===== config.mk =====
export PLATFORM = sky130hd
export DESIGN_NAME = per2bpm
export DESIGN_NICKNAME = d
export VERILOG_FILES = /design/src/rtl/per2bpm.sv
export SDC_FILE = /design/constraint.sdc
export NUM_CORES = 1
export LEC_CHECK = 0
export BUFFER_PORTS_ARGS = -buffer_cell sky130_fd_sc_hd__buf_4
export CORE_MARGIN = 2
export CORE_UTILIZATION = 65
export DETAILED_ROUTE_END_ITERATION = 10
export GPL_ROUTABILITY_DRIVEN = 0
export PLACE_DENSITY = 0.86
export SETUP_SLACK_MARGIN = 0.1
export SYNTH_ARGS = -nofsm -noshare
export SYNTH_HDL_FRONTEND = slang
export SYNTH_SLANG_ARGS = --single-unit

===== constraint.sdc =====
create_clock -name clk_i -period 6.6 [get_ports clk_i]
set_clock_uncertainty 0.2 [all_clocks]
set_input_delay 0 -clock clk_i [delete_from_list [all_inputs] [get_ports clk_i]]
set_output_delay 0 -clock clk_i [all_outputs]
set_load 0.02 [all_outputs]

===== src/rtl/per2bpm.sv =====
// per2bpm: tap period to BPM via 24-step restoring divider (optional averaging with PER2BPM_AVG_EN)
module per2bpm #(
  parameter int PULSE_PER_NS = 5120,
  parameter int BPM_MAX      = 250,
  parameter int PER_W        = 17
) (
  input  logic             clk_i,
  input  logic             rst_i,
  input  logic [PER_W-1:0] btn_per_i,
  input  logic             btn_per_valid_i,
  output logic [8:0]       bpm_o,
  output logic             bpm_valid_o,
  output logic             busy_o
);
  localparam logic [23:0] DIVIDEND = 24'(64'd60_000_000_000 / 64'(PULSE_PER_NS));
  localparam int DW = PER_W + 2;
  typedef enum logic [1:0] {IDLE, LOAD, DIV, DONE} state_t;
  state_t state_q, state_d;
  logic [PER_W-1:0] per_q, per_d, pend_q, pend_d;
  logic pend_v_q, pend_v_d;
  logic [DW-1:0] dv_q, dv_d, rem_q, rem_d, div_src;
  logic [DW:0] sh;
  logic ge;
  logic [23:0] quo_q, quo_d;
  logic [4:0] cnt_q, cnt_d;
  logic [8:0] bpm_q, bpm_d;
  logic vld_q, vld_d;
`ifdef PER2BPM_AVG_EN
  logic [3:0][PER_W-1:0] hist_q, hist_d;
  logic [2:0] fill_q, fill_d;
  logic [DW-1:0] sum;
  // history shifts on every LOAD; divisor switches to the average once four periods are in
  always_comb begin
    hist_d = (state_q == LOAD) ? {hist_q[2:0], per_q} : hist_q;
    fill_d = (state_q == LOAD && fill_q != 3'd4) ? fill_q + 3'd1 : fill_q;
    sum = DW'(hist_d[0]) + DW'(hist_d[1]) + DW'(hist_d[2]) + DW'(hist_d[3]);
    div_src = (fill_q >= 3'd3) ? sum >> 2 : DW'(per_q);
  end
  // averaging history registers
  always_ff @(posedge clk_i or posedge rst_i) begin
    if (rst_i) begin
      hist_q <= '0;
      fill_q <= '0;
    end else begin
      hist_q <= hist_d;
      fill_q <= fill_d;
    end
  end
`else
  assign div_src = DW'(per_q);
`endif
  assign sh = {rem_q, quo_q[23]};
  assign ge = sh >= {1'b0, dv_q};
  assign bpm_o = bpm_q;
  assign bpm_valid_o = vld_q;
  assign busy_o = state_q != IDLE;
  // sequencing, pending capture and one divider step per DIV cycle
  always_comb begin
    state_d = state_q;
    per_d = per_q;
    pend_d = pend_q;
    pend_v_d = pend_v_q;
    dv_d = dv_q;
    rem_d = rem_q;
    quo_d = quo_q;
    cnt_d = cnt_q;
    bpm_d = bpm_q;
    vld_d = 1'b0;
    if (btn_per_valid_i && state_q != IDLE) begin
      pend_d = btn_per_i;
      pend_v_d = 1'b1;
    end
    case (state_q)
      IDLE: if (btn_per_valid_i) begin
        per_d = btn_per_i;
        state_d = LOAD;
      end
      LOAD: begin
        dv_d = div_src;
        rem_d = '0;
        quo_d = DIVIDEND;
        cnt_d = 5'd24;
        state_d = DIV;
      end
      DIV: begin
        rem_d = ge ? DW'(sh - {1'b0, dv_q}) : DW'(sh);
        quo_d = {quo_q[22:0], ge};
        cnt_d = cnt_q - 5'd1;
        state_d = (cnt_q == 5'd1) ? DONE : DIV;
      end
      default: begin
        bpm_d = (quo_q > 24'(BPM_MAX)) ? 9'(BPM_MAX) : quo_q[8:0];
        vld_d = 1'b1;
        state_d = IDLE;
        if (btn_per_valid_i || pend_v_q) begin
          per_d = btn_per_valid_i ? btn_per_i : pend_q;
          pend_v_d = 1'b0;
          state_d = LOAD;
        end
      end
    endcase
  end
  // state registers
  always_ff @(posedge clk_i or posedge rst_i) begin
    if (rst_i) begin
      state_q <= IDLE;
      per_q <= '0;
      pend_q <= '0;
      pend_v_q <= 1'b0;
      dv_q <= '0;
      rem_q <= '0;
      quo_q <= '0;
      cnt_q <= '0;
      bpm_q <= '0;
      vld_q <= 1'b0;
    end else begin
      state_q <= state_d;
      per_q <= per_d;
      pend_q <= pend_d;
      pend_v_q <= pend_v_d;
      dv_q <= dv_d;
      rem_q <= rem_d;
      quo_q <= quo_d;
      cnt_q <= cnt_d;
      bpm_q <= bpm_d;
      vld_q <= vld_d;
    end
  end
endmodule


==> results of run 1 <==
==> layer usage <==
layer	vias to the layer above	GRT usage [%]	part of all wire [%]
li1	1978	-	-
met1	2012	35.5	46
met2	144	40.5	48
met3	17	4.26	4.8
met4	0	6.28	1.5
met5	-	0	0
==> layout make-up <==
cell class | instances | area [µm²]
clock inverter | 7 | 72.6
tap | 105 | 131
multi-input combinational | 357 | 2490
inverter | 47 | 179
clock buffer | 9 | 124
sequential | 112 | 2800
fill | 532 | 2060
timing repair buffer | 53 | 448
==> registers in the layout (all words and copies together), names as in the netlist <==
name	flops
dv_q	17
pend_q	17
rem_q	19
quo_q	24
per_q	17
cnt_q	5
bpm_o	9
pend_v_q	1
state_q	2
bpm_valid_o	1
==> cells in the final DEF (no fill, tap or decap), types with 3 or more instances in the layout <==
| cell type | synthesis | final |
|---|---|---|
| a21o_1 | 6 | 6 |
| a21oi_1 | 21 | 21 |
| a22oi_1 | 3 | 3 |
| a31oi_1 | 7 | 7 |
| a32oi_1 | 4 | 4 |
| buf_4 | 1 | 33 |
| clkbuf_8 | 0 | 9 |
| dfrtp_1 | 112 | 112 |
| dlygate4sd3_1 | 0 | 20 |
| ha_1 | 23 | 23 |
| inv_1 | 47 | 46 |
| mux2_2 | 18 | 18 |
| mux2i_1 | 30 | 30 |
| nand2_1 | 53 | 53 |
| nand3_1 | 16 | 16 |
| nand4_1 | 4 | 4 |
| nor2_1 | 23 | 23 |
| nor2b_1 | 6 | 6 |
| nor3_1 | 4 | 4 |
| o21a_1 | 3 | 3 |
| o21ai_0 | 55 | 55 |
| o21bai_1 | 3 | 3 |
| o22a_1 | 7 | 7 |
| o22ai_1 | 7 | 7 |
| o2bb2ai_1 | 11 | 11 |
| xnor2_1 | 9 | 9 |
| xor2_1 | 7 | 7 |
==> metrics by stage <==
step / utilization (%) / setup WS, ps / cells / total power, W / hold slack (ps)
after detailed placement: 70.5 / 3330 / 654 / 0.00255 / -189
final: 75.2 / 3260 / 690 / 0.00299 / 197
after CTS: 75.2 / 3270 / 690 / 0.00297 / 187
after global routing: 75.2 / 3100 / 690 / 0.00321 / 195
after floorplan: - / 3440 / 545 / 0.00229 / -48.3
after global placement: 70.5 / 3420 / 654 / 0.00248 / -200
==> power by group <==
| group | internal, W | switching (W) |
|---|---|---|
| clock network | 0.000149 | 0.000255 |
| registers | 0.000934 | 0.000145 |
| logic | 0.000584 | 0.000919 |
| total | 0.00167 | 0.00132 |
==> path summary, 6_finish.rpt <==
| kind | from | end | slack, ps | cells past startpoint |
|---|---|---|---|---|
| max | quo_q[23] | rem_q[6] | 3260 | 11 |
| min | btn_per_i[16] | pend_q[16] | 200 | 3 |
| max reg2reg | quo_q[23] | rem_q[6] | 3260 | 11 |
| min reg2reg | per_q[11] | dv_q[11] | 290 | 2 |
| max in group asynchronous | rst_i | dv_q[1] | 4320 | 5 |
| min in group asynchronous | rst_i | quo_q[21] | 530 | 4 |
==> worst max-delay path, cell delays in order, from the launching register on <==
cell,delay (ps)
dfrtp_1,450
inv_1,80
ha_1,150
inv_1,50
fa_1,390
a21o_1,220
a221oi_2,390
nand2b_4,230
a21boi_4,70
nor2_4,560
mux2i_1,290
o2bb2ai_1,90
==> cells by family (layout without fill, tap and decap cells) <==
group,Yosys count,after routing,synth area share (%)
flip-flops,112,112,49.9
adder cells (fa/ha/maj),24,24,5.48
AND/OR/NAND/NOR,123,123,10.4
AO/OA/AOI/OAI,146,146,16.9
multiplexers,48,48,8.95
buffers and inverters,76,116,5.95
XOR/XNOR,16,16,2.49
==> key figures, run 1 <==
Pwr
  – Pwr Density: 478 nW/µm²
  – Static Leak: 2.83 nW
  – VDD IR max: 0.000418 V

Clock network
  – Cts hold-fix bufs: 20
  – Total CTS buffers: 9
  – Clock buffer depth: 2
  – Clk slew on worst S/H paths: 120 ps
  – Clock Latency Late Sink: 380 ps
  – Post-CTS setup buffers: 0
  – Clk root buf: clkbuf_8
  – CTS tree: yes
  – Post_cts resized: 0
  – H-tree levels: 3
  – Total clock sinks: 112

STA
  – Final Hold Vio Count: 0
  – Headroom to the max-slew limit: 30.7%
  – Peak Freq: 0.300 GHz
  – Setup TNS: 0 ps
  – Final Setup Violations: 0
  – Worst Max-Slew Pin Slew: 1040 ps
  – Tcrit/Tclk final: 50.6%
  – RSZ-0062 raised after global routing: no
  – Slew Limit Fails: 0
  – Final worst path period need: 3340 ps

Layout
  – Share of cells above drive strength 1: 13.3%
  – Area Overhead vs Synth: 11.1%
  – Nets: 624
  – ANT cells: 0
  – Design area: 6240 µm²

Yosys
  – Top post-synthesis cells by count: dfrtp_1, o21ai_0, nand2_1, inv_1, mux2i_1
  – Post-Syn Area per Cell: 10.3 µm²
  – Post-synthesis register bit count: 112
  – Post-Synthesis Cells: 545
  – Number of flops mapped to enable cells by yosys: 0
  – Ys Warns: 0
  – Most common cell in the netlist: dfrtp_1
  – Mapped cell area: 5620 µm²
  – Syn Nets: 589
  – Post-synthesis async set-or-reset flop share: 100%
  – Synth top area cells: dfrtp_1, mux2i_1, ha_1
  – Most used DFF post-synth: dfrtp_1
  – Post-synth top area cell: dfrtp_1
  – Post-synth top area share: 49.9%
  – Sequential area share after synthesis: 49.9%
  – Count of cell types in the netlist: 58

Route
  – Remaining antenna violation count: 0
  – Detailed Routing Iterations Pass 1: 7
  – Routed len/inst: 16.3 µm
  – Drt total wl: 11200 µm
  – DRC violations left: 0
  – Vias per Instance: 6.02
  – DRT iter0 DRCs: 381
  – Via total after detailed routing: 4151

Run
  – Max Cap Viol: 0

Floorplan
  – # rows: 33
  – Full die area: 9400 µm²
  – Core box area: 8300 µm²
  – Die height: 97.0 µm
  – Ports: 31
  – Initial Util: 67.7%
  – Die width: 97.0 µm

Global routing
  – Initial antenna violation count: 0
  – Grt total ovfl: 0
  – First-pass GRT wire length: 19300 µm
  – Total GRT Usage: 25.0%
  – Largest net degree at the start of global routing: 85
  – Vias in the first global route: 4122

Place
  – DP HPWL: 7240 µm
  – DP Area: 5850 µm²
  – Port bufs: 30

Critical path
  – Critical Path Sink Type: flop
  – WS Path Type: reg -> reg
  – CP arrival: 3370 ps
  – Worst Setup Start Kind: flop
  – CP Max Fanout: 21
  – Required @ worst endpoint: 6630 ps

Run status
  – Outcome: complete, no violations

Hold path
  – Hold WC Path Type: in -> reg
Note: power is estimated with default switching activity, not from simulation.
==> run 2, diff against run 1 <==
Settings changed: CORE_UTILIZATION 65 to 55, PLACE_DENSITY 0.86 to 0.78.
Clock period 6.6 ns to 2.7 ns, I/O delays scaled along.
==> run 2 against run 1 <==
Routed wire length decreased by 3.7%. Count of clock-buffer cells in the layout is 1 higher. Sequential cell count unchanged. Total power rose to 2.5 times the previous value. Die area grew 17%. Global-route usage is 4.3 points lower. Register-to-register slack worse by 3300 ps. Non-clock buffer count up 14. Critical path type unchanged. Largest cell class unchanged. Largest power group unchanged.
==> key figures, run 2 (synthesized netlist as in run 1, its figures left out) <==
Route
  – DRC violations left: 0 (unchanged)
  – Top Metal Used: met4
  – Detailed Routing Iterations Pass 1: 4 (-3)
  – Drt total wl: 10800 µm (-3.7%)
  – Wl on met1: 5170 µm (+0.52%)
  – DRT iter0 DRCs: 247 (-35%)
  – Length of routed met3 wiring: 461 µm (-14%)
  – Routed wl met2: 4940 µm (-8.3%)
  – Vias per Instance: 5.59 (-7.1%)
  – Remaining antenna violation count: 0 (unchanged)
  – Routed len/inst: 14.8 µm (-9.3%)
  – Via total after detailed routing: 4089 (-1.5%)

Global routing
  – Vias in the first global route: 3927 (-4.7%)
  – Initial antenna violation count: 0 (unchanged)
  – Grt total ovfl: 0 (unchanged)
  – Largest net degree at the start of global routing: 113 (+33%)
  – Total GRT Usage: 20.6% (-4.3 points)
  – First-pass GRT wire length: 18400 µm (-4.9%)

Clock network
  – Clock Latency Late Sink: 380 ps (about the same)
  – Clock buffer depth: 2 (unchanged)
  – Clk root buf: clkbuf_8
  – Clk slew on worst S/H paths: 100 ps (-20 ps)
  – Total CTS buffers: 9 (unchanged)
  – CTS tree: yes
  – Total clock sinks: 112 (unchanged)
  – H-tree levels: 3 (unchanged)

Floorplan
  – Initial Util: 57.0% (-11 points)
  – Core box area: 9860 µm² (+19%)
  – Die width: 105 µm (+8.4%)
  – Die height: 105 µm (+8.4%)
  – # rows: 36 (+9.1%)
  – Full die area: 11000 µm² (+17%)
  – Ports: 31 (unchanged)

Place
  – DP HPWL: 7450 µm (+2.9%)
  – Port bufs: 30 (unchanged)
  – DP Area: 6000 µm² (+2.6%)

Layout
  – Share of cells above drive strength 1: 16.5% (+3.2 points)
  – Most frequent cells in the layout: dfrtp_1, nand2_1, o21ai_0
  – Area Overhead vs Synth: 14.4%
  – ANT cells: 0 (unchanged)
  – Commonest non-fill, non-tap cell in the layout: dfrtp_1
  – Fillcell total: 733 (+38%)
  – Largest registers: quo_q x24, rem_q x19
  – Largest register by flop count: quo_q
  – Max reg flops: 24 (unchanged)
  – Nets: 638 (+2.2%)
  – Design area: 6430 µm² (+3.0%)

STA
  – Setup TNS: 0 ps (unchanged)
  – Worst Max-Slew Pin Slew: 677 ps (-361 ps)
  – RSZ-0062 raised after global routing: yes
  – Final worst path period need: 2690 ps (-643 ps)
  – Final Setup Violations: 0 (unchanged)
  – Peak Freq: 0.371 GHz (+24%)
  – Slew Limit Fails: 0 (unchanged)
  – Final Hold Vio Count: 0 (unchanged)
  – Tcrit/Tclk final: 99.8% (+49 points)
  – Headroom to the max-slew limit: 54.7% (+24 points)

Critical path
  – CP Max Fanout: 21 (unchanged)
  – Required @ worst endpoint: 2770 ps (-3860 ps)
  – Worst Setup Start Kind: flop
  – CP arrival: 2770 ps (-600 ps)
  – Critical Path Sink Type: flop
  – WS Path Type: reg -> reg

Pwr
  – VDD IR max: 0.000658 V (+57%)
  – Static Leak: 2.89 nW (+2.0%)
  – Pwr Density: 1170 nW/µm² (+150%)

Hold path
  – Hold WC Path Type: in -> async

Run
  – Max Cap Viol: 0 (unchanged)

Run status
  – Outcome: complete, no violations
run 2: cell type report:
| cell class | instances | area (µm²) | share of cell area [%] |
|---|---|---|---|
| multi-input combinational | 357 | 2520 | 39.3 |
| clock buffer | 10 | 128 | 1.99 |
| sequential | 112 | 2800 | 43.6 |
| timing repair buffer | 67 | 576 | 8.95 |
| inverter | 47 | 180 | 2.80 |
| tap | 133 | 166 | 2.59 |
| clock inverter | 6 | 52.6 | 0.817 |
run 2: metal layers:
metal  global-route usage (%)  vias to the layer above
met5                        0                        -
met1                     29.4                     1971
met2                     31.3                       88
li1                         -                     2011
met4                     7.90                        0
met3                     4.12                       19
run 2: critical path, cell delays in order (launching register included):
cell       delay, ps
dfrtp_1          390
inv_1             60
ha_2             170
inv_2             40
fa_2             350
a21o_1           200
a221oi_2         300
nand2b_4         210
a21boi_4          70
nor2_4           110
buf_12           170
mux2i_1          230
o2bb2ai_1         80
run 2: repair_timing:
action,4_1_cts,5_1_grt
hold buffers,19,0
endpoints found under the hold margin,148,0
setup endpoints to repair,16,21
buffers inserted,0,3
gates resized for setup,3,8
pin swaps,0,8
run 2: path summary, 6_finish.rpt:
| path | startpoint | to | slack, ps | cells past startpoint |
|---|---|---|---|---|
| max in group asynchronous | rst_i | rem_q[7] | 1720 | 4 |
| min in group clk_i | btn_per_i[11] | pend_q[11] | 190 | 3 |
| min reg2reg | per_q[6] | per_q[6] | 290 | 2 |
| min | rst_i | rem_q[0] | 100 | 4 |
| max | quo_q[23] | rem_q[5] | 5 | 12 |
| max reg2reg | quo_q[23] | rem_q[5] | 5 | 12 |
run 2: per-stage QoR:
step           utilization [%]  power [W]  cells  setup WS, ps  hold WS [ps]
3_3_place_gp              60.8    0.00625    694           112          9.64
2_1_floorplan                -    0.00560    545           118         -48.3
3_5_place_dp              60.8    0.00643    694         -36.7          21.1
6_report                  65.2    0.00754    732          5.33          99.8
5_1_grt                   65.2    0.00812    732         -58.0           182
4_1_cts                   64.7    0.00742    729          38.6           156
run 2: power breakdown:
group / switching, W / internal (W)
clock network: 0.000589 / 0.000349
logic: 0.00231 / 0.00167
registers: 0.000339 / 0.00228
total: 0.00324 / 0.00430
==> run 3, diff against run 2 <==
Settings changed: CELL_PAD_IN_SITES_DETAIL_PLACEMENT set to 0, CELL_PAD_IN_SITES_GLOBAL_PLACEMENT set to 2, CORE_UTILIZATION 55 to 36, PLACE_DENSITY 0.78 to 0.77.
==> run 3 against run 2 <==
Total power increased by 7.5%. Hold slack improved by 24 ps. Via count decreased by 2.0%. First-iteration DRC count decreased by 37%. Die area increased by 51%. Largest cell class unchanged. Count of clock-buffer cells in the layout increased by 1. Cell count increased by 8.5%. Combinational power increased by 5%. Clock power increased by 40%.
==> key figures, run 3 (synthesized netlist as in run 1, its figures left out) <==
Run status
  – Outcome: complete, no violations

STA
  – Final worst path period need: 2680 ps (-13.3 ps)
  – Tcrit/Tclk final: 99.3% (-0.49 points)
  – Final WS setup: 18.7 ps (+13.3 ps)
  – Final Hold Vio Count: 0 (unchanged)
  – Slew Limit Fails: 0 (unchanged)
  – Final Setup Violations: 0 (unchanged)
  – Worst Max-Slew Pin Slew: 700 ps (+23.1 ps)
  – RSZ-0062 raised after global routing: yes
  – Peak Freq: 0.373 GHz (+0.50%)
  – Headroom to the max-slew limit: 53.2% (-1.5 points)

Route
  – Routed len/inst: 14.5 µm (-2.0%)
  – Detailed Routing Iterations Pass 1: 4 (unchanged)
  – DRT iter0 DRCs: 155 (-37%)
  – Remaining antenna violation count: 0 (unchanged)
  – DRC violations left: 0 (unchanged)
  – Vias per Instance: 5.05 (-9.6%)
  – Via total after detailed routing: 4008 (-2.0%)
  – Drt total wl: 11500 µm (+6.3%)

Critical path
  – Required @ worst endpoint: 2750 ps (-20 ps)
  – R2r setup slk: 20 ps (about the same)
  – CP Max Fanout: 8 (-62%)
  – Critical Path Sink Type: flop
  – WS Path Type: reg -> reg
  – Worst Setup Start Kind: flop
  – CP arrival: 2730 ps (-40 ps)

Run
  – Max Cap Viol: 0 (unchanged)

Layout
  – Nets: 645 (+1.1%)
  – Share of cells above drive strength 1: 18.5% (+2.0 points)
  – Max reg flops: 24 (unchanged)
  – Multi-input logic area: 2550 µm² (+0.99%)
  – Largest registers: quo_q x24, rem_q x19
  – Sequential cell area: 2800 µm² (unchanged)
  – Fin util: 44.1% (-21 points)
  – Most frequent cells in the layout: dfrtp_1, o21ai_0, nand2_1
  – Area Overhead vs Synth: 19.3%
  – ANT cells: 0 (unchanged)
  – Fillcell total: 1435 (+96%)
  – Largest register by flop count: quo_q
  – Commonest non-fill, non-tap cell in the layout: dfrtp_1

Floorplan
  – # rows: 45 (+25%)
  – Die width: 129 µm (+23%)
  – Ports: 31 (unchanged)
  – Core box area: 15200 µm² (+54%)
  – Initial Util: 37.0% (-20 points)
  – Full die area: 16600 µm² (+51%)
  – Die height: 129 µm (+23%)

Pwr
  – Static Leak: 2.99 nW (+3.4%)
  – Overall Power: 0.00810 W (+7.5%)
  – VDD IR max: 0.000473 V (-28%)
  – Pwr Density: 1210 nW/µm² (+3.1%)

Global routing
  – Grt total ovfl: 0 (unchanged)
  – Vias in the first global route: 4005 (+2.0%)
  – Largest net degree at the start of global routing: 113 (unchanged)
  – First-pass GRT wire length: 19500 µm (+6.3%)
  – Initial antenna violation count: 0 (unchanged)
  – Total GRT Usage: 15.0% (-5.6 points)

Place
  – Dpl ws: 21.0 ps (+57.7 ps)
  – Port bufs: 30 (unchanged)
  – DP HPWL: 7900 µm (+6.0%)

Clock network
  – Total CTS buffers: 9 (unchanged)
  – Clk slew on worst S/H paths: 70 ps (-30 ps)
  – CTS tree: yes
  – Clock buffer depth: 2 (unchanged)
  – Clock Latency Late Sink: 360 ps (-20 ps)
  – Total clock sinks: 112 (unchanged)
  – H-tree levels: 3 (unchanged)
  – Clk root buf: clkbuf_16

Hold path
  – Hold WC Path Type: in -> async
-- run 3: cell types whose count changed in the layout (fill, tap and decap cells not counted), moves of 2 or more --
cell | before | now
buf_4 | 46 | 52
clkbuf_16 | 0 | 10
clkbuf_8 | 9 | 2
clkinv_4 | 2 | 0
o2bb2ai_1 | 11 | 9
o2bb2ai_2 | 0 | 2
-- run 3: worst max-delay path: stages (launching register included) --
cell	delay (ps)
dfrtp_1	380
inv_1	60
ha_2	180
inv_2	40
fa_2	330
a21o_1	190
a221oi_2	290
nand2b_4	210
a21boi_4	70
nor2_4	170
buf_12	160
mux2i_2	240
o2bb2ai_2	80
-- run 3: per-stage QoR --
stage | setup TNS (ps) | hold WS [ps] | area (µm²) | cells
after floorplan | 0 | -48.3 | 5630 | 545
after global placement | 0 | 23.9 | 6110 | 754
after detailed placement | 0 | 30.4 | 6110 | 754
after CTS | 0 | 196 | 6590 | 789
after global routing | -938 | 229 | 6700 | 794
final | 0 | 123 | 6700 | 794
-- run 3: worst paths after layout --
| check | start | endpoint | depth (start not counted) |
|---|---|---|---|
| worst max register to register | quo_q[23] | rem_q[11] | 12 |
| worst min-delay path | rst_i | pend_q[3] | 4 |
| max in group asynchronous | rst_i | quo_q[2] | 4 |
| worst min register to register | per_q[11] | per_q[11] | 2 |
| worst max-delay path | quo_q[23] | rem_q[11] | 12 |
| min in group clk_i | btn_per_i[12] | pend_q[12] | 3 |
-- run 3: where the power goes --
group / leakage [nW] / switching (W) / internal [W]
logic: 1.49 / 0.00238 / 0.00180
registers: 1.36 / 0.000335 / 0.00228
clock network: 0.136 / 0.000626 / 0.000682
-- run 3: timing repair --
item	4_1_cts	5_1_grt
setup endpoints to repair	12	35
pin swaps	0	5
gates cloned	0	1
endpoints found under the hold margin	148	0
buffers inserted	0	4
hold buffers	19	0
gates resized for setup	2	13
-- run 3: layout make-up --
class                      count  area share, %
tap                          188           3.51
sequential                   112           41.8
timing repair buffer          74           9.63
clock inverter                 5          0.579
inverter                      47           2.69
clock buffer                  11           3.77
multi-input combinational    357           38.0
-- run 3: layer usage --
layer	vias to the layer above	global-route usage (%)	wire length (µm)	share of wire [%]
li1	2024	-	-	-
met1	1915	21.8	5990	52
met2	51	21.8	4960	43
met3	18	2.62	288	2.5
met4	0	6.91	250	2.2
met5	-	0	0	0
